### config.mk
export PLATFORM = sky130hd
export DESIGN_NAME = redmule_mx_encoder
export DESIGN_NICKNAME = d
export VERILOG_FILES = /design/src/rtl/redmule_mx_encoder.sv
export SDC_FILE = /design/constraint.sdc
export NUM_CORES = 1
export LEC_CHECK = 0
export CAP_MARGIN = 25
export CORE_UTILIZATION = 50
export CTS_BUF_LIST = sky130_fd_sc_hd__clkbuf_2 sky130_fd_sc_hd__clkbuf_4 sky130_fd_sc_hd__clkbuf_8
export DETAILED_ROUTE_END_ITERATION = 6
export PLACE_DENSITY_LB_ADDON = 0.05
export SLEW_MARGIN = 20
export SYNTH_ARGS = -nofsm -noshare
export SYNTH_HDL_FRONTEND = slang
export SYNTH_SLANG_ARGS = --single-unit
### constraint.sdc
create_clock -name clk_i -period 13.4 [get_ports clk_i]
set_clock_uncertainty 0.2 [all_clocks]
set_input_delay 2.68 -clock clk_i [delete_from_list [all_inputs] [get_ports clk_i]]
set_output_delay 2.68 -clock clk_i [all_outputs]
set_load 0.02 [all_outputs]
### src/rtl/redmule_mx_encoder.sv
// Streaming FP16 -> MX encoder: NUM_GROUPS beats of NUM_LANES FP16 lanes become one E4M3 value word
// plus one E8M0 shared exponent per beat. Define MX_ENC_RNE_EN for round-to-nearest-even mantissas.
module redmule_mx_encoder #(
    parameter int DATA_W     = 256,
    parameter int BITW       = 16,
    parameter int NUM_LANES  = 8,
    parameter int NUM_ELEMS  = DATA_W / 8,
    parameter int NUM_GROUPS = NUM_ELEMS / NUM_LANES
) (
    input  logic                        clk_i,
    input  logic                        rst_i,
    input  logic                        fp16_valid_i,
    output logic                        fp16_ready_o,
    input  logic [NUM_LANES*BITW-1:0]   fp16_data_i,
    output logic                        mx_val_valid_o,
    input  logic                        mx_val_ready_i,
    output logic [DATA_W-1:0]           mx_val_data_o,
    output logic                        mx_exp_valid_o,
    input  logic                        mx_exp_ready_i,
    output logic [NUM_GROUPS*8-1:0]     mx_exp_data_o
);

    localparam int GRP_W = NUM_LANES * 8;
    localparam int CNT_W = (NUM_GROUPS > 1) ? $clog2(NUM_GROUPS) : 1;
    localparam logic [CNT_W-1:0] LAST_GRP = CNT_W'(NUM_GROUPS - 1);

    typedef enum logic [0:0] {
        COLLECT = 1'b0,
        EMIT    = 1'b1
    } state_e;

    state_e                     state_r;
    logic [CNT_W-1:0]           group_cnt_r;
    logic                       ready_r;
    logic                       val_valid_r;
    logic                       exp_valid_r;
    logic [DATA_W-1:0]          val_data_r;
    logic [NUM_GROUPS*8-1:0]    exp_data_r;

    logic [5:0]                 beat_info_s;
    logic [7:0]                 enc_exp_s;
    logic [GRP_W-1:0]           enc_grp_s;
    logic                       accept_s;
    logic                       val_done_s;
    logic                       exp_done_s;

    // Returns {has_normal_lane, largest biased exponent among normal lanes}.
    function automatic logic [5:0] beat_emax(input logic [NUM_LANES*BITW-1:0] beat);
        logic [4:0] e;
        logic [4:0] emax;
        logic       found;
        emax  = 5'd0;
        found = 1'b0;
        for (int l = 0; l < NUM_LANES; l++) begin
            e = beat[BITW*l+10 +: 5];
            if ((e != 5'd0) && (e != 5'd31)) begin
                found = 1'b1;
                if (e > emax) begin
                    emax = e;
                end
            end
        end
        return {found, emax};
    endfunction

    // One FP16 lane to E4M3 relative to the group maximum; no FP8 subnormals, clamp to +-448.
    function automatic logic [7:0] encode_lane(input logic [15:0] h, input logic [4:0] emax);
        logic signed [5:0] ef;
        logic [7:0]        res;
`ifdef MX_ENC_RNE_EN
        logic              round_up;
        logic [3:0]        mf_rnd;
        logic signed [5:0] ef_rnd;
`endif
        ef = $signed({1'b0, h[14:10]}) - $signed({1'b0, emax}) + 6'sd15;
        if (h[14:10] == 5'd0) begin
            res = {h[15], 7'h00};
        end else if (h[14:10] == 5'd31) begin
            res = {h[15], 7'h7F};
        end else if (ef <= 6'sd0) begin
            res = {h[15], 7'h00};
        end else begin
`ifdef MX_ENC_RNE_EN
            round_up = h[6] & ((|h[5:0]) | h[7]);
            mf_rnd   = {1'b0, h[9:7]} + {3'b000, round_up};
            ef_rnd   = ef + $signed({5'b00000, mf_rnd[3]});
            if ((ef_rnd > 6'sd15) || ((ef_rnd == 6'sd15) && (mf_rnd[2:0] == 3'b111))) begin
                res = {h[15], 7'h7E};
            end else begin
                res = {h[15], ef_rnd[3:0], mf_rnd[2:0]};
            end
`else
            if ((ef == 6'sd15) && (h[9:7] == 3'b111)) begin
                res = {h[15], 7'h7E};
            end else begin
                res = {h[15], ef[3:0], h[9:7]};
            end
`endif
        end
        return res;
    endfunction

    // Combinational encode of the beat currently on the input.
    always_comb begin
        beat_info_s = beat_emax(fp16_data_i);
        if (beat_info_s[5]) begin
            enc_exp_s = {3'b000, beat_info_s[4:0]} + 8'd104;
        end else begin
            enc_exp_s = 8'd0;
        end
        enc_grp_s = {GRP_W{1'b0}};
        for (int l = 0; l < NUM_LANES; l++) begin
            enc_grp_s[8*l +: 8] = encode_lane(fp16_data_i[BITW*l +: BITW], beat_info_s[4:0]);
        end
    end

    // Handshake qualifiers; ready_r is only ever high in COLLECT.
    always_comb begin
        accept_s   = ready_r & fp16_valid_i;
        val_done_s = ~val_valid_r | mx_val_ready_i;
        exp_done_s = ~exp_valid_r | mx_exp_ready_i;
    end

    // Collect/emit state machine with all outputs registered.
    always_ff @(posedge clk_i or posedge rst_i) begin
        if (rst_i) begin
            state_r     <= COLLECT;
            group_cnt_r <= {CNT_W{1'b0}};
            ready_r     <= 1'b0;
            val_valid_r <= 1'b0;
            exp_valid_r <= 1'b0;
            val_data_r  <= {DATA_W{1'b0}};
            exp_data_r  <= {(NUM_GROUPS*8){1'b0}};
        end else begin
            case (state_r)
                COLLECT: begin
                    ready_r <= 1'b1;
                    if (accept_s) begin
                        for (int g = 0; g < NUM_GROUPS; g++) begin
                            if (group_cnt_r == CNT_W'(g)) begin
                                val_data_r[GRP_W*g +: GRP_W] <= enc_grp_s;
                                exp_data_r[8*g +: 8]         <= enc_exp_s;
                            end
                        end
                        if (group_cnt_r == LAST_GRP) begin
                            group_cnt_r <= {CNT_W{1'b0}};
                            state_r     <= EMIT;
                            ready_r     <= 1'b0;
                            val_valid_r <= 1'b1;
                            exp_valid_r <= 1'b1;
                        end else begin
                            group_cnt_r <= group_cnt_r + CNT_W'(1);
                        end
                    end
                end
                EMIT: begin
                    ready_r <= 1'b0;
                    if (val_valid_r && mx_val_ready_i) begin
                        val_valid_r <= 1'b0;
                    end
                    if (exp_valid_r && mx_exp_ready_i) begin
                        exp_valid_r <= 1'b0;
                    end
                    if (val_done_s && exp_done_s) begin
                        state_r <= COLLECT;
                        ready_r <= 1'b1;
                    end
                end
                default: begin
                    state_r     <= COLLECT;
                    group_cnt_r <= {CNT_W{1'b0}};
                    ready_r     <= 1'b0;
                    val_valid_r <= 1'b0;
                    exp_valid_r <= 1'b0;
                end
            endcase
        end
    end

    assign fp16_ready_o   = ready_r;
    assign mx_val_valid_o = val_valid_r;
    assign mx_val_data_o  = val_data_r;
    assign mx_exp_valid_o = exp_valid_r;
    assign mx_exp_data_o  = exp_data_r;

endmodule

==> results <==
- The total of max-cap violations is 0.
- After routing, the total negative slack on setup checks comes to -287,850 ps.
- Buffers placed on the I/O ports in this run total 367.
- For this block, the via count after detailed routing is 13,838.
- The average cell area after synthesis is 9.51 sq um.
- The number of buffers added by the clock tree synthesis step is 48.
- The number of setup violations in the final report is 236.
- The clock tree synthesis step divided the H-tree into 2 levels.
- Of the total synthesized cell area, the portion taken by XOR and XNOR cells is 0.00945.
- The most numerous cell type found on the critical path is sky130_fd_sc_hd__ha_4.
- Of the total synthesized cell area, the portion taken by full adders, half adders and majority gates is 0.105.
- The x dimension of the die is 174 um.
- The count of standard-cell rows is 62.
- Of the total synthesized cell area, the portion taken by AND, OR, NAND and NOR gates is 0.153.
- The number of design-rule violations left by the first detailed-router iteration is 728.
- The nature of the critical path endpoint is a flop.
- The headroom to the max-slew limit is 0.366.
- For this run, the register share of the synthesized area comes to 0.489.
- The die covers 0.0304 sq mm.
- The number of filler cells placed in the layout is 1,840.
- Entering global routing, the biggest net connects 168 pins.
- Counting flops with a built-in enable in the synthesized netlist gives 0.
- For the worst setup path, the data arrival time is 15,090 ps.
- The path class of the tightest hold or removal check is flop to flop.
- Clock tree synthesis selected as its root buffer the cell sky130_fd_sc_hd__clkbuf_8.
- The tightest hold path in the finished design has a slack of 276 ps.
- The run finished, with violations left.
- In this run, synthesis produced a sequential element count of 290.
- The effective utilization at floorplan is 0.512.
- The max-slew violation count is 0.
- The number of buffers on the longest clock path is 3.
- In the final routed layout, each cell accounts on average for 18.2 um.
- The remaining antenna violation count after routing is 0.
- The main flop type after synthesis is sky130_fd_sc_hd__dfrtp_1.
- The total congestion overflow is 0.
- The fraction of the mapped netlist area in compound gates was 0.175.
- The startpoint identified for the worst hold timing path is mx_val_data_o[115].
- The via density per instance is 5.44.
- For this run, the detailed router's first-pass iteration total came to 5.
- The fraction of registers with async set or reset after synthesis is 1.00.
- The number of ports placed on the die boundary is 424.
- The cell with the largest stage delay on the worst path is sky130_fd_sc_hd__o311ai_4.
- The cell count after synthesis is 1,560.
- Measured against the total synthesized area, the mux share comes to 0.0318.
- The maximum clock rate is 67.3 MHz.
- The chip height is 174 um.
- The initial antenna violation count was 1.
- The instance count along the most critical hold path is 2.
- The clock drives 290 sinks.
- The worst setup path is of the input pin to flop kind.
- The standard cell core area is 0.0289 sq mm.
- The worst-case setup margin in the final layout is -1470 ps.
- The TritonCTS clock tree is done.
- The startpoint type of the worst setup path is an input pin.
- The ratio of cells with drive above 1 in the final layout is 0.293.
- Counting I/O delays and the setup requirement, the final critical path takes 14,870 ps.
- The startpoint of the lowest-slack register-to-register path is state_r.
- Relative to the synthesized area, the layout overhead comes to 56.7%.
- For the worst flop-to-flop path, the logic depth is 4.
- Across every metal layer, demand over resource in global routing totals 0.295.
- The required time at the worst-slack endpoint is 13,620 ps.
- For the pin with the worst max-slew slack, the measured transition is 951 ps.
- The worst reg2reg path endpoint is mx_exp_data_o[3].
- Once detailed placement completed, the half-perimeter wirelength came to 30,900 um.
- The DRC violation count after routing is 0.
- For flop-to-flop paths, the worst setup slack is 10,460 ps.
- After synthesis the cells add up to 0.0148 sq mm.
- The end of the worst hold path is mx_val_data_o[115].
- The post-cts hold buffer count is 0.
- The dominant combinational cell family by area after synthesis is compound AO/OA/AOI/OAI gates.
- The unique cell type count in the Yosys netlist is 62.
- The clock-pin transition on the worst setup and hold timing paths is 60 ps.
- The via count of the first global-routing pass came to 13,786.
- The hold violation total from the final report is 0.
- The clock network latency to the later pin of the worst-skew pair is 570 ps.
- During synthesis, Yosys emitted a total of 0 warnings.
- The share of the clock period used by the worst path after layout is 1.11.
- The first global-routing pass estimated 71,800 um of wire.
- The final reports fail on negative setup slack.
- The placer congestion estimate is 0.895.
- After detailed routing, the total wire length is 46,200 um.
- For this run, the slowest stage of the critical path takes 430 ps.
- The number of nets handed over by synthesis was 1,813.
- In this run the worst path has a maximum fanout of 6.
- Setup repair after global routing could not meet its margin everywhere.
- For this run, the post-layout net count is 2,383.
## layout make-up
class | count | area (sq um) | share of cell area
flip-flops and latches | 290 | 7260 | 0.312
inverters | 70 | 278 | 0.0119
repair buffers | 589 | 5510 | 0.237
clock buffers | 74 | 906 | 0.0390
clock inverters | 6 | 106 | 0.00458
diodes | 1 | 2.50 | 0.000108
multi-input cells | 1131 | 8710 | 0.375
well taps | 384 | 480 | 0.0207
## how the worst max path moves through the flow
stage | from | end | slack [ps] | cells after the start
after floorplan | fp16_data_i[11] | mx_val_data_o[112] | -1810 | 63
after detailed placement | fp16_data_i[10] | mx_val_data_o[40] | -2730 | 62
final | fp16_data_i[11] | mx_val_data_o[64] | -1470 | 65
after global placement | fp16_data_i[11] | mx_val_data_o[72] | -2440 | 63
after global routing | fp16_data_i[11] | mx_val_data_o[64] | -1800 | 66
after CTS | fp16_data_i[11] | mx_val_data_o[240] | -1410 | 63
## kinds of logic after synthesis
group | Yosys count
AOI/OAI and AO/OA | 437
xor gates and xnor gates | 16
adders and majority gates | 120
buffers and inverters | 139
DFF | 290
muxes | 41
and+or+nand+nor | 517
## per-layer routing
metal | wire length [um] | GRT usage
met1 | 18700 | 0.370
met2 | 23000 | 0.502
met3 | 3050 | 0.0671
met4 | 1370 | 0.101
met5 | 0 | 0
## synthesized netlist by cell type (all sizes together), types with 3 or more instances
| cell | count | area (sq um) |
|---|---|---|
| dfrtp | 290 | 7260 |
| a32oi | 9 | 78.8 |
| nor3 | 12 | 60.1 |
| buf | 7 | 43.8 |
| nand3 | 20 | 100 |
| o221ai | 12 | 105 |
| and2 | 21 | 131 |
| o21a | 19 | 143 |
| o31ai | 3 | 22.5 |
| o41ai | 4 | 35.0 |
| o211ai | 4 | 30.0 |
| ha | 112 | 1400 |
| nor3b | 5 | 37.5 |
| a21oi | 29 | 145 |
| clkbuf | 62 | 233 |
| a31oi | 5 | 31.3 |
| nand2b | 4 | 25.0 |
| o311a | 5 | 50.1 |
| nand2 | 353 | 1330 |
| nor2b | 18 | 113 |
| or2 | 9 | 58.8 |
| o311ai | 4 | 35.0 |
| xor2 | 14 | 123 |
| a21o | 38 | 287 |
| o21ai | 279 | 1400 |
| mux2 | 36 | 409 |
| or3 | 11 | 68.8 |
| nor4 | 5 | 31.3 |
| nand4 | 7 | 43.8 |
| a211oi | 4 | 40.0 |
| and3 | 23 | 144 |
| nor2 | 24 | 90.1 |
| fa | 8 | 160 |
| inv | 70 | 263 |
| mux2i | 5 | 62.6 |
| a211o | 4 | 37.5 |
| a22oi | 3 | 22.5 |
## placed cells by master (no fill, tap or decap), drive strengths merged, types with 20 or more instances in the layout
cell,count
clkdlybuf4s50,360
nand2,353
dfrtp,290
o21ai,279
buf,226
ha,112
clkbuf,74
inv,71
a21o,38
mux2,36
a21oi,29
nor2,24
and3,23
and2,21
nand3,20
## registers in the layout (all words and copies together) (netlist names)
signal          flops
mx_exp_data_o      28
state_r             1
mx_val_data_o     256
mx_exp_valid_o      1
fp16_ready_o        1
mx_val_valid_o      1
group_cnt_r         2
## stage by stage
stage / instances / area [sq um] / utilization / worst slack (ps)
after floorplan: 1560 / 15100 / - / -1810
after global placement: 2416 / 20300 / 0.701 / -2440
after detailed placement: 2416 / 20300 / 0.701 / -2730
after CTS: 2520 / 22300 / 0.769 / -1410
after global routing: 2545 / 23200 / 0.803 / -1800
final: 2545 / 23200 / 0.803 / -1470
## critical path: cells and delay by family
| family | cells | cell delay [ps] |
|---|---|---|
| AND/OR/NAND/NOR | 21 | 3810 |
| AO/OA/AOI/OAI | 24 | 4850 |
| adder cells (fa/ha/maj) | 10 | 2260 |
| buffers and inverters | 8 | 860 |
| multiplexers | 2 | 600 |
## timing repair
action	in CTS	in global routing
setup buffers	27	25
endpoints found under the setup margin	252	252
resized for setup	306	242
pin swaps	133	146
Power is left out: the tool's default activity adds up to more than one toggle a clock period on the data nets, which glitch-free logic cannot reach.
